`config.mk`:
```
export PLATFORM = sky130hd
export DESIGN_NAME = run_pattern_gen
export DESIGN_NICKNAME = d
export VERILOG_FILES = /design/src/rtl/run_pattern_gen.sv
export SDC_FILE = /design/constraint.sdc
export NUM_CORES = 1
export LEC_CHECK = 0
export CORE_UTILIZATION = 45
export CTS_BUF_LIST = sky130_fd_sc_hd__clkbuf_2
export CTS_CLUSTER_SIZE = 24
export DETAILED_ROUTE_END_ITERATION = 10
export DONT_BUFFER_PORTS = 1
export MAX_ROUTING_LAYER = met4
export PLACE_DENSITY = 0.7
export SYNTH_ARGS = -nofsm -noshare
export SYNTH_HDL_FRONTEND = slang
export SYNTH_SLANG_ARGS = --single-unit
export TNS_END_PERCENT = 30
```
`constraint.sdc`:
```
create_clock -name clk -period 2.7 [get_ports clk]
set_input_delay 0.54 -clock clk [delete_from_list [all_inputs] [get_ports clk]]
set_output_delay 0.54 -clock clk [all_outputs]
set_load 0.01 [all_outputs]
```
`src/rtl/run_pattern_gen.sv`:
```
// Run-length serial pattern generator: plays a queue of (bit, length) runs onto w,
// one bit per step, with z_exp predicting a four-in-a-row recognizer's output.
module run_pattern_gen #(
  parameter int RUN_W      = 4,
  parameter int DEPTH      = 8,
  parameter int DETECT_LEN = 4,
  parameter int CNT_W      = 16
) (
  input  logic                     clk,
  input  logic                     rst,
  input  logic                     start,
  input  logic                     step,
  input  logic                     load_valid,
  input  logic                     load_bit,
  input  logic [RUN_W-1:0]         load_len,
  output logic                     load_ready,
  output logic                     w,
  output logic                     z_exp,
  output logic                     busy,
  output logic                     done,
  output logic [$clog2(DEPTH):0]   q_count,
  output logic [CNT_W-1:0]         bit_cnt
);

  localparam int AW = $clog2(DEPTH);
  localparam int SW = $clog2(DETECT_LEN + 1);

  typedef enum logic [1:0] {IDLE, RUN, DONE} state_t;

  state_t            state, state_nxt;
  logic              mem_bit [DEPTH];
  logic [RUN_W-1:0]  mem_len [DEPTH];
  logic [AW-1:0]     wr_ptr, rd_ptr;
  logic              push, pop, emit, q_nonempty;
  logic              cur_bit;
  logic [RUN_W:0]    cur_rem;
  logic [SW-1:0]     streak, streak_nxt;

  assign load_ready = (q_count != (AW + 1)'(DEPTH));
  assign push       = load_valid & load_ready;
  assign q_nonempty = (q_count != '0);
  assign busy       = (state == RUN);
  assign done       = (state == DONE);

  // Pop decisions use the registered count, so a same-edge push is never popped.
  always_comb begin
    state_nxt = state;
    pop       = 1'b0;
    emit      = 1'b0;
    case (state)
      IDLE, DONE: begin
        if (start && q_nonempty) begin
          pop       = 1'b1;
          state_nxt = RUN;
        end
      end
      RUN: begin
        if (step) begin
          emit = 1'b1;
          if (cur_rem == (RUN_W + 1)'(1)) begin
            if (q_nonempty) pop = 1'b1;
            else            state_nxt = DONE;
          end
        end
      end
      default: state_nxt = IDLE;
    endcase
  end

  always_comb begin
    streak_nxt = streak;
    if (streak == '0 || cur_bit != w)         streak_nxt = SW'(1);
    else if (streak != SW'(DETECT_LEN))       streak_nxt = streak + 1'b1;
  end

  // NOTE: sequential state uses non-blocking assignments so every flop samples pre-edge values.
  always_ff @(posedge clk) begin
    if (!rst) state <= IDLE;
    else      state <= state_nxt;
  end

  always_ff @(posedge clk) begin
    if (!rst) begin
      wr_ptr  <= '0;
      rd_ptr  <= '0;
      q_count <= '0;
    end else begin
      if (push) wr_ptr <= wr_ptr + 1'b1;
      if (pop)  rd_ptr <= rd_ptr + 1'b1;
      case ({push, pop})
        2'b10:   q_count <= q_count + 1'b1;
        2'b01:   q_count <= q_count - 1'b1;
        default: q_count <= q_count;
      endcase
    end
  end

  // NOTE: queue storage has no reset; emptiness is tracked by pointers and count alone.
  always_ff @(posedge clk) begin
    if (rst && push) begin
      mem_bit[wr_ptr] <= load_bit;
      mem_len[wr_ptr] <= load_len;
    end
  end

  always_ff @(posedge clk) begin
    if (!rst) begin
      w       <= 1'b0;
      z_exp   <= 1'b0;
      streak  <= '0;
      bit_cnt <= '0;
      cur_bit <= 1'b0;
      cur_rem <= '0;
    end else begin
      if (pop) begin
        cur_bit <= mem_bit[rd_ptr];
        cur_rem <= (mem_len[rd_ptr] == '0) ? ((RUN_W + 1)'(1) << RUN_W)
                                           : {1'b0, mem_len[rd_ptr]};
      end else if (emit) begin
        cur_rem <= cur_rem - 1'b1;
      end

      if (emit) begin
        w      <= cur_bit;
        streak <= streak_nxt;
        z_exp  <= (streak_nxt == SW'(DETECT_LEN));
      end

      if (pop && state != RUN)              bit_cnt <= '0;
      else if (emit && bit_cnt != '1)       bit_cnt <= bit_cnt + 1'b1;
    end
  end

endmodule

```
==> impl_metrics.sql <==
INSERT INTO impl_metrics (metric_group, metric, value, unit) VALUES
('synth', 'synth_flop_cell', 'sky130_fd_sc_hd__dfxtp_1', ''),
('pwr', 'power.density', '756', 'nW/um^2'),
('setup_path', 'cp.required', '3.16', 'ns'),
('timing', 'timing.fmax', '0.416', 'GHz'),
('setup_path', 'worstPathMaxFanout', '5', ''),
('layout', 'design.final.nets', '356', ''),
('synth', 'synth.ff_latch_count', '82', ''),
('synth', 'synth_top_area_share', '31.0', '%'),
('setup_path', 'r2r_slack', '0.29', 'ns'),
('setup_path', 'worst_setup_path_start_kind', 'flip-flop', ''),
('die', 'fp.dieW', '94.8', 'um'),
('synth', 'synthCells', '328', ''),
('synth', 'syn_nets', '348', ''),
('timing', 'max_slew.worst_pin.slew', '0.698', 'ns'),
('route', 'final_routed_drc_violation_total', '0', ''),
('synth', 'synth_commonest_cells', 'sky130_fd_sc_hd__dfxtp_1, sky130_fd_sc_hd__edfxtp_1, sky130_fd_sc_hd__nand2_1, sky130_fd_sc_hd__nor2_1, sky130_fd_sc_hd__nand3_1', ''),
('clock_tree', 'post_cts_resize_count', '0', ''),
('synth', 'synth_largest_area_cell', 'sky130_fd_sc_hd__edfxtp_1', ''),
('pwr', 'pwr-share-comb', '24.7', '%'),
('worst_hold_path', 'hold_start', 'load_len[2]', ''),
('layout', 'area_delta_synth_final', '6.62', '%'),
('placed_design', 'pre_cts_slack', '0.204', 'ns'),
('route', 'routed_wire_length_per_instance', '15.9', 'um'),
('timing', 'skew', '0.0213', 'ns'),
('global_route', 'number_of_global_route_vias_before_repair', '2453', ''),
('die', 'coreArea', '8260', 'sq um'),
('pwr', 'p_leak', '1.42', 'nW'),
('timing', 'slew_viol_final', '0', ''),
('pwr', 'clock_power_share', '24.3', '%'),
('pwr', 'sequentialPowerShare', '51.0', '%'),
('placed_design', 'post-dp-hpwl', '4.88', 'mm'),
('synth', 'syn_avg_cell_area', '11.8', 'sq um'),
('pwr', 'switching_power', '1.01', 'mW'),
('global_route', 'grt_first_pass_wirelength', '11.5', 'mm'),
('clock_tree', 'cts_htree_levels', '3', ''),
('timing', 'minimum_hold_slack', '0.0880', 'ns'),
('synth', 'synth_seq_area_share', '52.7', '%'),
('timing', 'layout_setup_ws', '0.294', 'ns'),
('clock_tree', 'max-clock-path-buffers', '2', ''),
('pwr', 'p_total', '3.12', 'mW'),
('status', 'run_status', 'complete, no violations', ''),
('clock_tree', 'postCtsHoldBufs', '0', ''),
('timing', 'final.setup.tns', '0', 'ns'),
('setup_path', 'path_class', 'reg2reg', ''),
('setup_path', 'cp.arrival', '2.87', 'ns'),
('setup_path', 'timing.rr.end', 'q_count[2]', ''),
('layout', 'final-seq-area', '2040', 'sq um'),
('clock_tree', 'clock-sinks', '82', ''),
('synth', 'synth.lib_cells_used.distinct', '58', ''),
('synth', 'synth.top_cells.by_area', 'sky130_fd_sc_hd__edfxtp_1, sky130_fd_sc_hd__dfxtp_1, sky130_fd_sc_hd__mux4_2', ''),
('clock_tree', 'setup_buffers_after_cts', '0', ''),
('route', 'drt-vias-per-instance', '5.57', ''),
('setup_path', 'r2r_start', 'cur_rem[2]', ''),
('die', 'io_count', '35', ''),
('pwr', 'internal_power', '2.11', 'mW'),
('route', 'drt_pre_antenna_iters', '4', ''),
('global_route', 'total_grt_usage', '17.5', '%'),
('placed_design', 'placement.io_buffers', '0', ''),
('timing', 'post-route-period-util', '89.1', '%'),
('setup_path', 'rr_worst_depth', '10', ''),
('synth', 'synthesis.area', '3870', 'sq um'),
('synth', 'ys_async_sr_fraction', '0', '%'),
('die', 'die_area', '8980', 'sq um'),
('route', 'routed-via-count', '2486', ''),
('worst_hold_path', 'cell_depth_of_the_worst_hold_path', '0', ''),
('setup_path', 'setup.worst_path.end_class', 'flip-flop', ''),
('route', 'number_of_nets_with_antenna_violations_after_routing', '0', ''),
('pwr', 'max-vdd-ir-drop', '380', 'uV'),
('die', 'chipHeight', '94.8', 'um'),
('synth', 'ys.warnings.count', '0', ''),
('setup_path', 'startpoint', 'cur_rem[2]', '');
-- stage by stage --
stage,cell area [sq um],std cells,util (%)
6_report,4130,446,50.0
2_1_floorplan,3870,328,-
3_3_place_gp,3980,430,48.2
3_5_place_dp,3980,430,48.2
4_1_cts,4130,446,50.0
5_1_grt,4130,446,50.0
-- per-layer routing --
metal  track usage [%]  share of wire, %
met5                 -                 0
met4              8.21               2.8
met3              4.19               5.2
met2              28.4                48
met1              20.5                44
-- critical path: stages, from the launching register on --
cell                       delay [ns]
sky130_fd_sc_hd__dfxtp_1         0.41
sky130_fd_sc_hd__nor4b_2         0.37
sky130_fd_sc_hd__nand3_1         0.18
sky130_fd_sc_hd__a21oi_4         0.16
sky130_fd_sc_hd__ha_1            0.26
sky130_fd_sc_hd__xor2_1          0.17
sky130_fd_sc_hd__ha_1            0.16
sky130_fd_sc_hd__a21oi_1         0.05
sky130_fd_sc_hd__xor2_1          0.15
sky130_fd_sc_hd__or3_1           0.30
sky130_fd_sc_hd__a21boi_0        0.16
-- sequential cells by signal, summed over array words and instances, names as in the netlist, 2 cells and up, named ones only --
register,flops
rd_ptr,3
cur_rem,5
mem_bit,8
mem_len,32
state,2
bit_cnt,16
q_count,4
streak,3
wr_ptr,3
-- area by class of cell --
type	instances	share of cell area (%)
clock buffers	9	1.09
clock inverters	7	2.45
inverters	13	1.18
multi-input cells	221	41.0
flip-flops and latches	82	49.5
well taps	105	3.18
repair buffers	9	1.64
-- worst max-delay path by stage --
stage | to | slack [ns]
detailed placement | q_count[2] | 0.20
global placement | q_count[2] | 0.27
floorplan | q_count[2] | 0.15
global route | q_count[2] | 0.02
CTS | q_count[2] | 0.26
finish | q_count[2] | 0.29
-- power by group through the flow --
| stage | Sequential [mW] | Clock (mW) | Combinational, mW |
|---|---|---|---|
| 2_1_floorplan | 1.55 | 0 | 0.710 |
| 3_3_place_gp | 1.61 | 0 | 0.756 |
| 3_5_place_dp | 1.62 | 0 | 0.770 |
| 4_1_cts | 1.59 | 0.779 | 0.777 |
| 5_1_grt | 1.61 | 0.827 | 0.870 |
| 6_report | 1.59 | 0.759 | 0.771 |
-- cells by family after synthesis --
logic type	synth area share, %
flops	52.7
buf+inv	3.59
mux	8.63
simple gates	16.8
xor+xnor	4.07
compound gates	11.0
fa+ha+maj	3.23
-- layout by cell type, fill, tap and decap left out, types with 4 or more instances in the layout --
cell / Yosys / layout
sky130_fd_sc_hd__clkbuf_2: 0 / 9
sky130_fd_sc_hd__edfxtp_1: 40 / 40
sky130_fd_sc_hd__nand3b_1: 4 / 4
sky130_fd_sc_hd__mux4_2: 8 / 8
sky130_fd_sc_hd__nand4_1: 4 / 4
sky130_fd_sc_hd__ha_1: 10 / 10
sky130_fd_sc_hd__nor2b_1: 8 / 8
sky130_fd_sc_hd__o21ai_0: 11 / 11
sky130_fd_sc_hd__nand2_1: 23 / 23
sky130_fd_sc_hd__mux2i_1: 9 / 9
sky130_fd_sc_hd__a21oi_1: 11 / 11
sky130_fd_sc_hd__buf_4: 0 / 9
sky130_fd_sc_hd__nand3_1: 14 / 14
sky130_fd_sc_hd__xor2_1: 6 / 6
sky130_fd_sc_hd__inv_1: 12 / 12
sky130_fd_sc_hd__a21boi_0: 5 / 5
sky130_fd_sc_hd__nor4_1: 7 / 7
sky130_fd_sc_hd__o211a_1: 4 / 4
sky130_fd_sc_hd__dfxtp_1: 42 / 41
sky130_fd_sc_hd__xnor2_1: 12 / 12
sky130_fd_sc_hd__nor2_1: 18 / 18
sky130_fd_sc_hd__nor3_1: 12 / 12
sky130_fd_sc_hd__and2_1: 7 / 7
(Power assumes the default switching activity.)
